===== config.mk =====
export PLATFORM = sky130hd
export DESIGN_NAME = pt_arbiter
export DESIGN_NICKNAME = d
export VERILOG_FILES = /design/src/rtl/pt_arbiter.sv
export SDC_FILE = /design/constraint.sdc
export NUM_CORES = 1
export LEC_CHECK = 0
export CAP_MARGIN = 20
export CORE_MARGIN = 2
export CORE_UTILIZATION = 39
export CTS_CLUSTER_SIZE = 20
export DETAILED_ROUTE_END_ITERATION = 8
export PLACE_DENSITY = 0.76
export SLEW_MARGIN = 20
export SYNTH_ARGS = -nofsm -noshare
export SYNTH_HDL_FRONTEND = slang
export SYNTH_SLANG_ARGS = --single-unit

===== constraint.sdc =====
create_clock -name clk -period 1.8 [get_ports clk]
set_input_delay 0.27 -clock clk [delete_from_list [all_inputs] [get_ports clk]]
set_output_delay 0.27 -clock clk [all_outputs]
set_load 0.01 [all_outputs]

===== src/rtl/pt_arbiter.sv =====
// pt_arbiter: round-robin burst arbiter sharing one registered byte stage
// toward the passthrough data_in; out_src tags each byte with its requester.
`default_nettype none

module pt_arbiter #(
  parameter int N_REQ     = 4,
  parameter int DATA_W    = 8,
  parameter int MAX_BURST = 4
) (
  input  logic                       clk,
  input  logic                       rst_n,
  input  logic [N_REQ-1:0]           req_valid,
  input  logic [N_REQ*DATA_W-1:0]    req_data,
  input  logic [N_REQ-1:0]           req_last,
  output logic [N_REQ-1:0]           req_ready,
  output logic [DATA_W-1:0]          out_data,
  output logic                       out_valid,
  input  logic                       out_ready,
  output logic [$clog2(N_REQ)-1:0]   out_src,
  output logic                       busy
);

  localparam int IDX_W = $clog2(N_REQ);
  localparam int CNT_W = $clog2(MAX_BURST) + 1;
  localparam logic [IDX_W-1:0] LAST_IDX  = IDX_W'(N_REQ - 1);
  localparam logic [CNT_W-1:0] LAST_BEAT = CNT_W'(MAX_BURST - 1);

  typedef enum logic [0:0] {
    IDLE  = 1'b0,
    GRANT = 1'b1
  } state_t;

  state_t              state_q, state_d;
  logic [IDX_W-1:0]    owner_q, owner_d;
  logic [IDX_W-1:0]    ptr_q, ptr_d;
  logic [CNT_W-1:0]    beat_cnt_q, beat_cnt_d;
  logic [DATA_W-1:0]   out_data_q, out_data_d;
  logic                out_valid_q, out_valid_d;
  logic [IDX_W-1:0]    out_src_q, out_src_d;
  logic                busy_q, busy_d;

  logic                pick_found;
  logic [IDX_W-1:0]    pick_idx;
  logic [IDX_W-1:0]    scan;
  logic                can_take;
  logic                beat;
  logic                release_grant;
  logic [DATA_W-1:0]   owner_data;

  // Explicit wrap keeps the index legal when N_REQ is not a power of two.
  function automatic logic [IDX_W-1:0] next_idx(input logic [IDX_W-1:0] i);
    return (i == LAST_IDX) ? '0 : i + 1'b1;
  endfunction

  always_comb begin
    pick_found = 1'b0;
    pick_idx   = '0;
    scan       = ptr_q;
    for (int k = 0; k < N_REQ; k++) begin
      if (!pick_found && req_valid[scan]) begin
        pick_found = 1'b1;
        pick_idx   = scan;
      end
      scan = next_idx(scan);
    end
  end

  assign can_take      = !out_valid_q || out_ready;
  assign owner_data    = req_data[owner_q*DATA_W +: DATA_W];
  assign beat          = (state_q == GRANT) && req_valid[owner_q] && can_take;
  assign release_grant = beat && (req_last[owner_q] || beat_cnt_q == LAST_BEAT);
  assign req_ready     = ((state_q == GRANT) && can_take) ? (N_REQ'(1) << owner_q) : '0;

  always_comb begin
    state_d     = state_q;
    owner_d     = owner_q;
    ptr_d       = ptr_q;
    beat_cnt_d  = beat_cnt_q;
    out_data_d  = out_data_q;
    out_valid_d = out_valid_q;
    out_src_d   = out_src_q;

    case (state_q)
      IDLE: begin
        if (pick_found) begin
          owner_d    = pick_idx;
          beat_cnt_d = '0;
          state_d    = GRANT;
        end
      end
      GRANT: begin
        if (beat) begin
          beat_cnt_d = beat_cnt_q + 1'b1;
        end
        if (release_grant) begin
          ptr_d   = next_idx(owner_q);
          state_d = IDLE;
        end
      end
      default: state_d = IDLE;
    endcase

    // A drain and a new beat in the same cycle leave the stage full.
    if (beat) begin
      out_data_d  = owner_data;
      out_src_d   = owner_q;
      out_valid_d = 1'b1;
    end else if (out_ready) begin
      out_valid_d = 1'b0;
    end

    busy_d = (state_d == GRANT);
  end

  always_ff @(posedge clk or negedge rst_n) begin
    if (!rst_n) begin
      state_q     <= IDLE;
      owner_q     <= '0;
      ptr_q       <= '0;
      beat_cnt_q  <= '0;
      out_data_q  <= '0;
      out_valid_q <= 1'b0;
      out_src_q   <= '0;
      busy_q      <= 1'b0;
    end else begin
      state_q     <= state_d;
      owner_q     <= owner_d;
      ptr_q       <= ptr_d;
      beat_cnt_q  <= beat_cnt_d;
      out_data_q  <= out_data_d;
      out_valid_q <= out_valid_d;
      out_src_q   <= out_src_d;
      busy_q      <= busy_d;
    end
  end

  assign out_data  = out_data_q;
  assign out_valid = out_valid_q;
  assign out_src   = out_src_q;
  assign busy      = busy_q;

endmodule

`default_nettype wire


# Word-level counts from Yosys, hierarchy flattened
# Index checks and enable logic that the tools add are counted.
# op_classes
n_addsub	5
order_cmp	5
n_eq_ne	7
n_shift	2
muxes	33
bitwise_logic	1
n_reduce_logical	17
# op_table
operator	n
32-bit by 6-bit indexed part select with 8-bit output	1
2-bit 2-to-1 mux	8
2-bit by 3-bit less-than comparator with 1-bit output, second input constant	5
1-bit 2-to-1 mux	14
1-bit binary-select mux with 2-bit select	6
2-bit by 1-bit adder with 2-bit output, second input constant	4
2-bit == test, second input constant	4
1-bit logical AND	7
3-bit 2-to-1 mux	2
3-bit one-hot mux with 2 select lines	1
2-bit AND reduction	3
1-bit logical NOT	4
4-bit 2-to-1 mux	1
1-bit by 2-bit left shift with 4-bit output, first input constant	1
3-bit by 1-bit adder with 3-bit output, second input constant	1
3-bit by 2-bit == test with 1-bit output, second input constant	1
1-bit logical OR	2
2-bit by 1-bit inequality test with 1-bit output, second input constant	1
2-bit inequality test, second input constant	1
1-bit one-hot mux with 2 select lines	1
2-bit nonzero test	1
1-bit NOT	1
# word_totals
register_bits	19
output_inout_bits	16

# Longest topological paths before layout
# Gate-level depths: netlist (run 1).
# depth
ltp_word	14
mapped_depth	8
ltp_nobuf	6

# Worst setup path before layout (run 1)
# No wires, ideal clock.
# synth_path
path_kind	register to register
startpoint	register ptr_q[0]
endpoint	register owner_q[1]
setup_time_ns	0.126
arrival_ns	1.818
required_time_ns	1.674
slack_ns	-0.144
path_stages_with_launch	8
n_path_buf	1
period_less_slack_ns	1.944
path_cell_list	dfrtp_1 ha_1 buf_6 nor4b_1 nor4_1 o22ai_1 and2_0 o32a_1
# synth_via
elab_chain_len	13
elab_cells_between_ends	32
cone_classes	3 x add/sub; 3 x eq/ne; 19 x mux; 7 x reduce/logical
# synth_lines
item	line_no	text
start, declared	35	logic [IDX_W-1:0] ptr_q, ptr_d;
start signal, assigned	128	ptr_q <= ptr_d;
parallel branches: the longest is 13 deep, another holds 2-bit by 1-bit adder with 2-bit output	n/a	
end signal, assigned	127	owner_q <= owner_d;
end, declared	34	logic [IDX_W-1:0] owner_q, owner_d;
# Parallel ways; which one is timed is not known. The select of a mux whose other input is x is not followed.
# A chain may end at the register's enable or synchronous reset.

# Worst setup path after layout (run 1)
# Ends and elaborated chain as after synthesis.

==> reports/results.ini, run 1 <==
[status]
run_status=finished, violations left
violations=setup timing

[floorplan]
starting_utilization_of_the_core_area_pct=40.4
design.die.area_um2=4300
coreArea_um2=3660
io_pins=59
die_height_um=65.6
row_count=22
die-width_um=65.6

[route]
detailedRoute.firstIterationViolations=39
avg_wl_per_cell_um=16.4
avgViaCountPerCell=5.43
routed_wl_mm=4.27
vias=1413
post-route-drc-count=0
postRouteAntennaNets=0
detail_route.first_pass.iterations=6

[synth]
ys_ff_latch=19
avgSynthCellArea_um2=10.9
synthCells=136
netlist-cell-type-count=42
synth_enable_flop_cells=0
syn_area_um2=1480
seq_area_frac_synth_pct=32.1
ys.flop_type=dfrtp_1
async_flop_share_pct=100
syn-num-nets=186
synth.yosys.warnings=0

[grt]
antenna_violations_before_repair=0
grt_util_all_layers_pct=21.2
grt_overflow_total=0
first_global_vias=1455
grt_max_degree=20
first_pass_grt_wire_length_mm=6.84

[clock_network]
path_clk_slew_ns=0.07
insertion_delay_ns=0.26
htree_levels=1
cts_hold_buffers=0
tritoncts.num_buffers=3
clock_tree.buffer_depth=2
cts_tree=built
clockRootBuffer=clkbuf_8
cts.sink_count=19

[setup_path]
cp_cell_sequence=ha_4 > nor3b_2 > nor4_2 > o22ai_2 > and2_1 > o32a_1
worst-endpoint-arrival_ns=1.99
critPathSlowestCell=dfrtp_1
critical_path_class=flip-flop to flip-flop
critPathRequiredTime_ns=1.95
rr_startpoint=ptr_q[0]$_DFFE_PN0P_
timing.critical_path.from=ptr_q[0]$_DFFE_PN0P_
timing.critical_path.from_type=flip-flop
crit_fanout=7
cp_slowest_stage_delay_ns=0.43
critical_path.n_buffers_inverters=0
critical-path-top-delay-family=simple AND/OR/NAND/NOR gates
worstSetupEndpointType=flip-flop

[timing]
rsz0062_at_grt=true
layout_worst_path_cycle_share_pct=102
report.final.setup_viol=1
slew-limit-headroom_pct=78.2
finalWorstSetupSlack_ns=-0.0430
layout_min_cycle_time_ns=1.84
finalHoldWorstSlack_ns=0.344
slew_viols_final=0
worst_clock_skew_ns=0.00403
max_clock_freq_mhz=543
final-hold-violation-count=0
max_slew.worst_pin.slew_ns=0.327

[cells_and_area]
fin_nets=263
antenna_cells=0
synthToLayoutAreaGrowth_pct=59.7
drive_above_1_share_pct=28.3

[power]
vdd.ir_drop.worst_mv=0.930
static-leakage-power_nw=0.997
power.density_nw_per_um2=1610

[placed_design]
post_place_worst_slack_ns=-0.332
buffer_ports.inserted=58
finalWeightedCongestion=0.811
dpl.hpwl_mm=3.26

[flow_run]
max_cap_viol_count=0

[worst_hold_path]
hold_path.class=input pin to asynchronous set/reset pin

routing by layer:
layer | routed length, um | vias up | share of wire (%) | track usage (%)
li1 | - | 664 | - | -
met1 | 1610 | 683 | 38 | 22.6
met2 | 2290 | 59 | 54 | 40.3
met3 | 306 | 7 | 7.2 | 4.11
met4 | 68 | 0 | 1.6 | 8.85
met5 | 0 | - | 0 | 0
cells by family (layout without fill, tap and decap cells):
family | after synthesis | after routing | share of synthesized area (%)
and+or+nand+nor | 38 | 38 | 14.1
DFF | 19 | 19 | 32.1
muxes | 25 | 25 | 27.2
adders and majority gates | 7 | 7 | 5.92
AOI/OAI and AO/OA | 27 | 27 | 13.4
buffers and inverters | 20 | 96 | 7.19
metrics by stage:
step           instances  setup TNS, ns  total power [W]  instance area [um^2]  util (%)
5_1_grt              260         -0.517          0.00408                  2360      64.5
2_1_floorplan        136        -0.0391          0.00230                  1490         -
3_5_place_dp         250          -4.51          0.00319                  2200      60.2
4_1_cts              260       -0.00680          0.00377                  2340      64.0
3_3_place_gp         250          -3.40          0.00309                  2200      60.2
6_report             260        -0.0430          0.00380                  2360      64.5
placed cells by master, fill, tap and decap left out, types with 3 or more instances in the layout:
cell             Yosys  final
nor2_1               5      5
clkdlybuf4s50_1      0     52
nand2_1             12     12
dlygate4sd2_1        0      5
mux4_2              11     11
ha_1                 7      6
inv_1                7      6
clkbuf_8             0      3
mux2_1               9      9
mux2_2               3      3
o22ai_1              4      3
dfrtp_1             19     17
nor2b_1              3      3
buf_4                0     25
o21ai_1              3      3
and3_1               4      4
flip-flops by register name, indices dropped and copies added (netlist names):
name,cells
out_valid,1
owner_q,2
beat_cnt_q,3
busy,1
out_data,8
out_src,2
ptr_q,2
synthesized netlist by cell type (3+ instances only):
cell	n	share of area (%)
and3_1	4	1.7
buf_2	7	2.4
buf_6	3	2.3
dfrtp_1	19	32
ha_1	7	5.9
inv_1	7	1.8
mux2_1	9	6.9
mux2_2	3	2.3
mux4_2	11	17
nand2_1	12	3.0
nor2_1	5	1.3
nor2b_1	3	1.3
o21ai_0	3	1.0
o21ai_1	3	1.0
o22ai_1	4	1.7
worst register-to-register path: stages, from the launching register on:
cell,delay (ns)
dfrtp_1,0.43
ha_4,0.33
nor3b_2,0.06
nor4_2,0.29
o22ai_2,0.16
and2_1,0.19
o32a_1,0.27
area by class of cell:
type	count	area, um^2
fill	277	1300
sequential	19	478
tap	48	60.1
multi-input combinational	97	966
clock buffer	4	45.0
timing repair buffer	85	787
inverter	7	26.3
timing repair:
item,in CTS,in global routing
hold endpoints to repair,0,0
setup endpoints to repair,9,13
gates resized for setup,20,3
setup buffers,6,1
pin swaps,7,1
where the power goes:
group / internal, W / switching (W)
Clock: 0.000158 / 0.000143
Combinational: 0.00150 / 0.00120
Sequential: 0.000643 / 0.000159
worst paths after layout:
path	end	slack, ns	cells after the start
max	owner_q[1]$_DFFE_PN0P_	-0.04	6
min	out_data[3]$_DFFE_PN0P_	0.34	2
min in group clk	out_data[7]$_DFFE_PN0P_	0.49	1
max reg2reg	owner_q[1]$_DFFE_PN0P_	-0.04	6
max in group asynchronous	owner_q[0]$_DFFE_PN0P_	1.23	2
min reg2reg	out_data[7]$_DFFE_PN0P_	0.49	1
Note: power is estimated with default switching activity, not from simulation.
==> run 2: changes to the inputs <==
--- a/config.mk
+++ b/config.mk
@@ -7,10 +7,11 @@
 export LEC_CHECK = 0
 export CAP_MARGIN = 20
 export CORE_MARGIN = 2
-export CORE_UTILIZATION = 39
+export CORE_UTILIZATION = 33
 export CTS_CLUSTER_SIZE = 20
 export DETAILED_ROUTE_END_ITERATION = 8
-export PLACE_DENSITY = 0.76
+export HOLD_SLACK_MARGIN = 0.12
+export PLACE_DENSITY = 0.66
 export SLEW_MARGIN = 20
 export SYNTH_ARGS = -nofsm -noshare
 export SYNTH_HDL_FRONTEND = slang
==> run 2 against run 1 <==
Critical endpoint unchanged. Critical path depth did not move. Worst setup slack gained 0.047 ns. Worst hold slack better by 0.0099 ns. Wire length rose by 1.8%. Largest cell class unchanged. Via count increased by 1.9%. The run now ends clean.
==> reports/results.ini, run 2 (synthesis results as in run 1) <==
[status]
run_status=complete, no violations

[setup_path]
critical_path_class=flip-flop to flip-flop
timing.critical_path.from_type=flip-flop
rr_endpoint=owner_q[1]$_DFFE_PN0P_
cp_slowest_stage_delay_ns=0.43
crit_fanout=6
r2r_slack_ns=0.004
cp_cell_sequence=ha_4 > and4bb_1 > a211oi_2 > o22ai_2 > and2_1 > o32a_1
worst-endpoint-arrival_ns=1.94
critPathSlowestCell=dfrtp_1
critical_path_capture_point=owner_q[1]$_DFFE_PN0P_
rr_startpoint=ptr_q[0]$_DFFE_PN0P_
worstRegToRegCells=6
critPathRequiredTime_ns=1.94
timing.critical_path.from=ptr_q[0]$_DFFE_PN0P_
worstSetupEndpointType=flip-flop

[worst_hold_path]
hold_path.class=input pin to asynchronous set/reset pin

[clock_network]
cts_hold_buffers=0
htree_levels=1
cts_tree=built
tritoncts.num_buffers=3
clockRootBuffer=clkbuf_8
cts.sink_count=19
clock_tree.buffer_depth=2
insertion_delay_ns=0.26
path_clk_slew_ns=0.07

[power]
p_comb_share_pct=73.4
static-leakage-power_nw=1.06
power.density_nw_per_um2=1670
power.net_switching_w=0.00161
seq_power_share_pct=19.4
cell_internal_pwr_w=0.00256
vdd.ir_drop.worst_mv=1.11
total_power_w=0.00417
clkPwrFrac_pct=7.2
switching_fraction_of_total_power_pct=38.5

[timing]
max_clock_freq_mhz=557
slew-limit-headroom_pct=76.5
rsz0062_at_grt=true
slew_viols_final=0
layout_worst_path_cycle_share_pct=99.8
layout_min_cycle_time_ns=1.80
worst_clock_skew_ns=0.00521
max_slew.worst_pin.slew_ns=0.352
setup_tns_ns=0
report.final.setup_viol=0
final-hold-violation-count=0

[floorplan]
io_pins=59
design.die.area_um2=5030
die-width_um=70.9
row_count=24
coreArea_um2=4320
starting_utilization_of_the_core_area_pct=34.2
die_height_um=70.9

[cells_and_area]
nFillCells=352
finalInstanceArea_um2=2490
synthToLayoutAreaGrowth_pct=68.5
layout_commonest_cell=clkdlybuf4s50_1
most-common-layout-cells=clkdlybuf4s50_1 (54), buf_4 (21), dfrtp_1 (17)
drive_above_1_share_pct=35.2
antenna_cells=0
largest_register_ffs=8
postLayoutCoreUtil_pct=57.6
fin_nets=267

[flow_run]
max_cap_viol_count=0

[placed_design]
dpl.hpwl_mm=3.27
finalWeightedCongestion=0.855
placedInstanceArea_um2=2230
buffer_ports.inserted=58

[route]
avgViaCountPerCell=5.37
postRouteAntennaNets=0
vias=1440
post-route-drc-count=0
detailedRoute.firstIterationViolations=49
detail_route.first_pass.iterations=4
routed_wl_mm=4.35
avg_wl_per_cell_um=16.2

[grt]
grt_util_all_layers_pct=18.2
first_pass_grt_wire_length_mm=7.35
grt_max_degree=20
grt_overflow_total=0
antenna_violations_before_repair=0
first_global_vias=1490

## run 2: cell count changes in the layout (fill, tap and decap cells not counted), sizes merged
| cell | change |
|---|---|
| buf | +5 |
| dlygate4sd2 | -3 |
| clkdlybuf4s50 | +2 |
| nand2 | +1 |
| dlymetal6s2s | -1 |
## run 2: layout make-up
type                    count  area, um^2  share of cell area, %
multi-input cells          98        1030                   41.5
repair buffers             88         843                   33.8
flip-flops and latches     19         478                   19.2
well taps                  52        65.1                   2.61
clock buffers               4        45.0                   1.81
inverters                   7        26.3                   1.05
## run 2: per-layer routing
metal	share of wire, %	up-vias	track usage [%]
li1	-	674	-
met1	43	699	22.8
met2	50	58	31.8
met3	5.7	9	3.99
met4	2.0	0	5.03
met5	0	-	0
## run 2: power by group through the flow
stage / Sequential, W / Combinational, W / Clock, W
6_report: 0.000810 / 0.00306 / 0.000300
2_1_floorplan: 0.000821 / 0.00147 / 0
3_5_place_dp: 0.000806 / 0.00241 / 0
3_3_place_gp: 0.000785 / 0.00236 / 0
5_1_grt: 0.000844 / 0.00332 / 0.000330
4_1_cts: 0.000804 / 0.00283 / 0.000310
## run 2: what timing repair did
action	CTS	global route
pin swaps	5	7
endpoints found under the hold margin	0	0
setup buffers	5	2
endpoints found under the setup margin	18	20
gates resized for setup	28	20
cloned	1	0
## run 2: critical path: cells and delay by family, from the launching register on
| family | cells | cell delay [ns] |
|---|---|---|
| AO/OA/AOI/OAI | 3 | 0.61 |
| adder cells (fa/ha/maj) | 1 | 0.28 |
| AND/OR/NAND/NOR | 2 | 0.36 |
| flip-flops | 1 | 0.43 |
## run 2: how the worst min path moves through the flow
stage / from / to / slack, ns / depth (start not counted)
6_report: rst_n / out_data[4]$_DFFE_PN0P_ / 0.35 / 2
5_1_grt: rst_n / out_data[4]$_DFFE_PN0P_ / 0.38 / 2
4_1_cts: rst_n / out_data[4]$_DFFE_PN0P_ / 0.36 / 2
3_5_place_dp: out_data[6]$_DFFE_PN0P_ / out_data[6]$_DFFE_PN0P_ / 0.48 / 1
3_3_place_gp: out_data[3]$_DFFE_PN0P_ / out_data[3]$_DFFE_PN0P_ / 0.48 / 1
2_1_floorplan: rst_n / beat_cnt_q[0]$_DFFE_PN0P_ / -0.03 / 0
## run 2: per-stage QoR
stage,instances,hold slack (ns),worst slack (ns)
6_report,268,0.354,0.00383
5_1_grt,268,0.378,-0.0648
4_1_cts,267,0.358,-0.0375
3_5_place_dp,257,0.481,-0.214
3_3_place_gp,257,0.475,-0.182
2_1_floorplan,136,-0.0256,-0.0391
==> RTL edit: new RTL, settings of run 2 <==
`N_REQ`: 4 -> 8.
--- a/src/rtl/pt_arbiter.sv
+++ b/src/rtl/pt_arbiter.sv
@@ -3,7 +3,7 @@
 `default_nettype none
 
 module pt_arbiter #(
-  parameter int N_REQ     = 4,
+  parameter int N_REQ     = 8,
   parameter int DATA_W    = 8,
   parameter int MAX_BURST = 4
 ) (
Interface: changed (5 resized); port bits go from 59 to 104. The function was not compared with the original's and may differ.
==> RTL edit against run 2 <==
  * The run now ends with setup timing left
  * Sequential share of layout area down 7.9 points
  * Critical path type unchanged
  * First-iteration DRC count rose to 2.7 times the old value
  * Sequential power up 21%
  * Cell area up 95%
  * Area after synthesis up 80%
  * Final cell count up 110%
  * Setup slack worse by 1.2 ns
  * Clock skew up 0.0027 ns
  * Worst hold slack worse by 0.0026 ns
  * Total power rose to 2.7 times the old value
  * Wire length up 140%
  * Sequential cell count up 3
  * Non-clock buffer count up 110
==> RTL edit: results (changes against run 2) <==
Power
  – Int Power: 6.20 mW (+140%)
  – Maximum VDD drop: 1.15 mV (+3.3%)
  – Sequential share of power: 8.8% (-11 points)
  – Leakage power: 2.06 nW (+95%)

Layout
  – Fraction of layout cells with a size suffix above 1: 41.2% (+6.0 points)
  – Layout net count: 548 (+110%)
  – Max reg flops: 8 (unchanged)
  – Antenna diodes: 0 (unchanged)

Global route
  – GRT Util Overall: 22.4% (+4.2 points)
  – First-pass GRT wire length: 15400 um (+110%)
  – Largest net degree at the start of global routing: 23 (+15%)
  – Number of global-route vias before repair: 2992 (+100%)

Detailed routing
  – Wire per inst: 18.8 um (+16%)
  – Pre-Repair DR Iteration Count: 5 (+1)
  – Drt via density: 5.50 (+2.4%)
  – Drt total wl: 10400 um (+140%)
  – DRT iter0 DRCs: 130 (+170%)

Clock network
  – CTS clk-pin slew, worst paths: 0.09 ns (+0.02 ns)
  – Clk Latency, worst-skew pair: 0.27 ns
  – CTS Buffer Depth: 2 (unchanged)
  – H-tree Lvls: 1 (unchanged)

Yosys
  – Yosys cell types: 58 (+38%)
  – Top post-synthesis cells by area: mux4_2 (23%), dfrtp_1 (21%), ha_1 (5.6%)
  – Commonest cells in the netlist: nand2_1 (29), mux4_2 (27), dfrtp_1 (22)
  – FFs w/ async S/R, synth: 100% (unchanged)
  – Mux cell area share after synthesis: 33.4% (+6.2 points)
  – Synthesized area per cell: 10.0 um^2 (-7.9%)
  – Synth Area in Adders: 5.64% (-0.29 points)
  – Synth Area in XOR/XNOR: 2.25% (+2.3 points)
  – Compound-cell area share of the yosys netlist: 16.1% (+2.7 points)
  – Sequential element share of the synthesized area: 20.7% (-11 points)
  – Mapped Nets: 361 (+94%)

Setup path
  – Slowest CP cell: dfrtp_1
  – WP data arrival: 3.16 ns (+1.22 ns)
  – Max FO, Critical Path: 4 (-2)
  – Worst stage delay on the critical path: 0.39 ns (-0.04 ns)

Placed design
  – # port buffers: 103 (+78%)
  – GPL Wtd Cong: 0.916 (+7.1%)
  – HPWL after DPL: 8150 um (+150%)
  – Setup WS pre-CTS: -1.48 ns (-1.27 ns)
  – Inst Count DP: 538 (+110%)

Status
  – Outcome: finished with violations
  – Failing checks: setup timing

Timing
  – Final Skew: 0.00791 ns (+0.00270 ns)
  – Setup ws final: -1.21 ns (-1.21 ns)
  – Final setup viols: 29 (+29)
  – Slew @ Worst Pin: 0.515 ns (+0.163 ns)
[RTL edit: what timing repair did]
item	in CTS	in global routing
setup buffers	9	5
pin swaps	11	9
cloned	1	0
resized for setup	50	26
endpoints found under the setup margin	30	30
[RTL edit: power groups by stage]
stage | logic (mW) | clock network, mW | registers (mW)
after detailed placement | 8.04 | 0 | 0.955
after floorplan | 4.70 | 0 | 0.988
after global placement | 7.94 | 0 | 0.942
final | 9.69 | 0.468 | 0.980
after CTS | 9.02 | 0.470 | 0.956
after global routing | 10.3 | 0.490 | 1.01
[RTL edit: routing by layer]
metal	routed length, um	GRT usage, %
met1	4270	32.5
met4	263	6.04
met5	0	0
met3	712	2.25
met2	5180	35.8
[RTL edit: worst paths after layout]
path	endpoint	slack [ns]	cells after the start
worst max-delay path	owner_q[1]	-1.21	12
worst min-delay path	out_data[6]	0.35	2
min in group clk	out_src[2]	0.50	1
worst min register to register	out_src[2]	0.50	1
worst max register to register	owner_q[1]	-1.21	12
max in group asynchronous	owner_q[1]	1.20	2
[RTL edit: critical path: cells and delay by family (launching register included)]
family | cells | cell delay (ns)
AOI/OAI and AO/OA | 2 | 0.44
xor gates and xnor gates | 2 | 0.47
adders and majority gates | 3 | 0.54
buffers and inverters | 1 | 0.06
DFF | 1 | 0.39
muxes | 2 | 0.66
and+or+nand+nor | 2 | 0.32
[RTL edit: per-stage QoR]
| step | setup TNS [ns] | cell area, um^2 | util (%) |
|---|---|---|---|
| 6_report | -13.24 | 4870 | 62.7 |
| 5_1_grt | -15.26 | 4870 | 62.7 |
| 4_1_cts | -12.23 | 4720 | 60.8 |
| 3_5_place_dp | -18.29 | 4420 | 56.9 |
| 3_3_place_gp | -17.14 | 4420 | 56.9 |
| 2_1_floorplan | -9.96 | 2720 | - |
[RTL edit: cell families after synthesis]
family                     count (synthesis)
and+or+nand+nor                           87
AOI/OAI and AO/OA                         60
muxes                                     49
buffers and inverters                     31
DFF                                       22
adders and majority gates                 12
xor gates and xnor gates                   5
[RTL edit: layout make-up]
type	count	area, um^2
inverters	15	61.3
flip-flops and latches	22	552
well taps	102	128
repair buffers	198	1820
clock buffers	3	41.3
multi-input cells	213	2240
clock inverters	1	30.0
fillers	617	2900
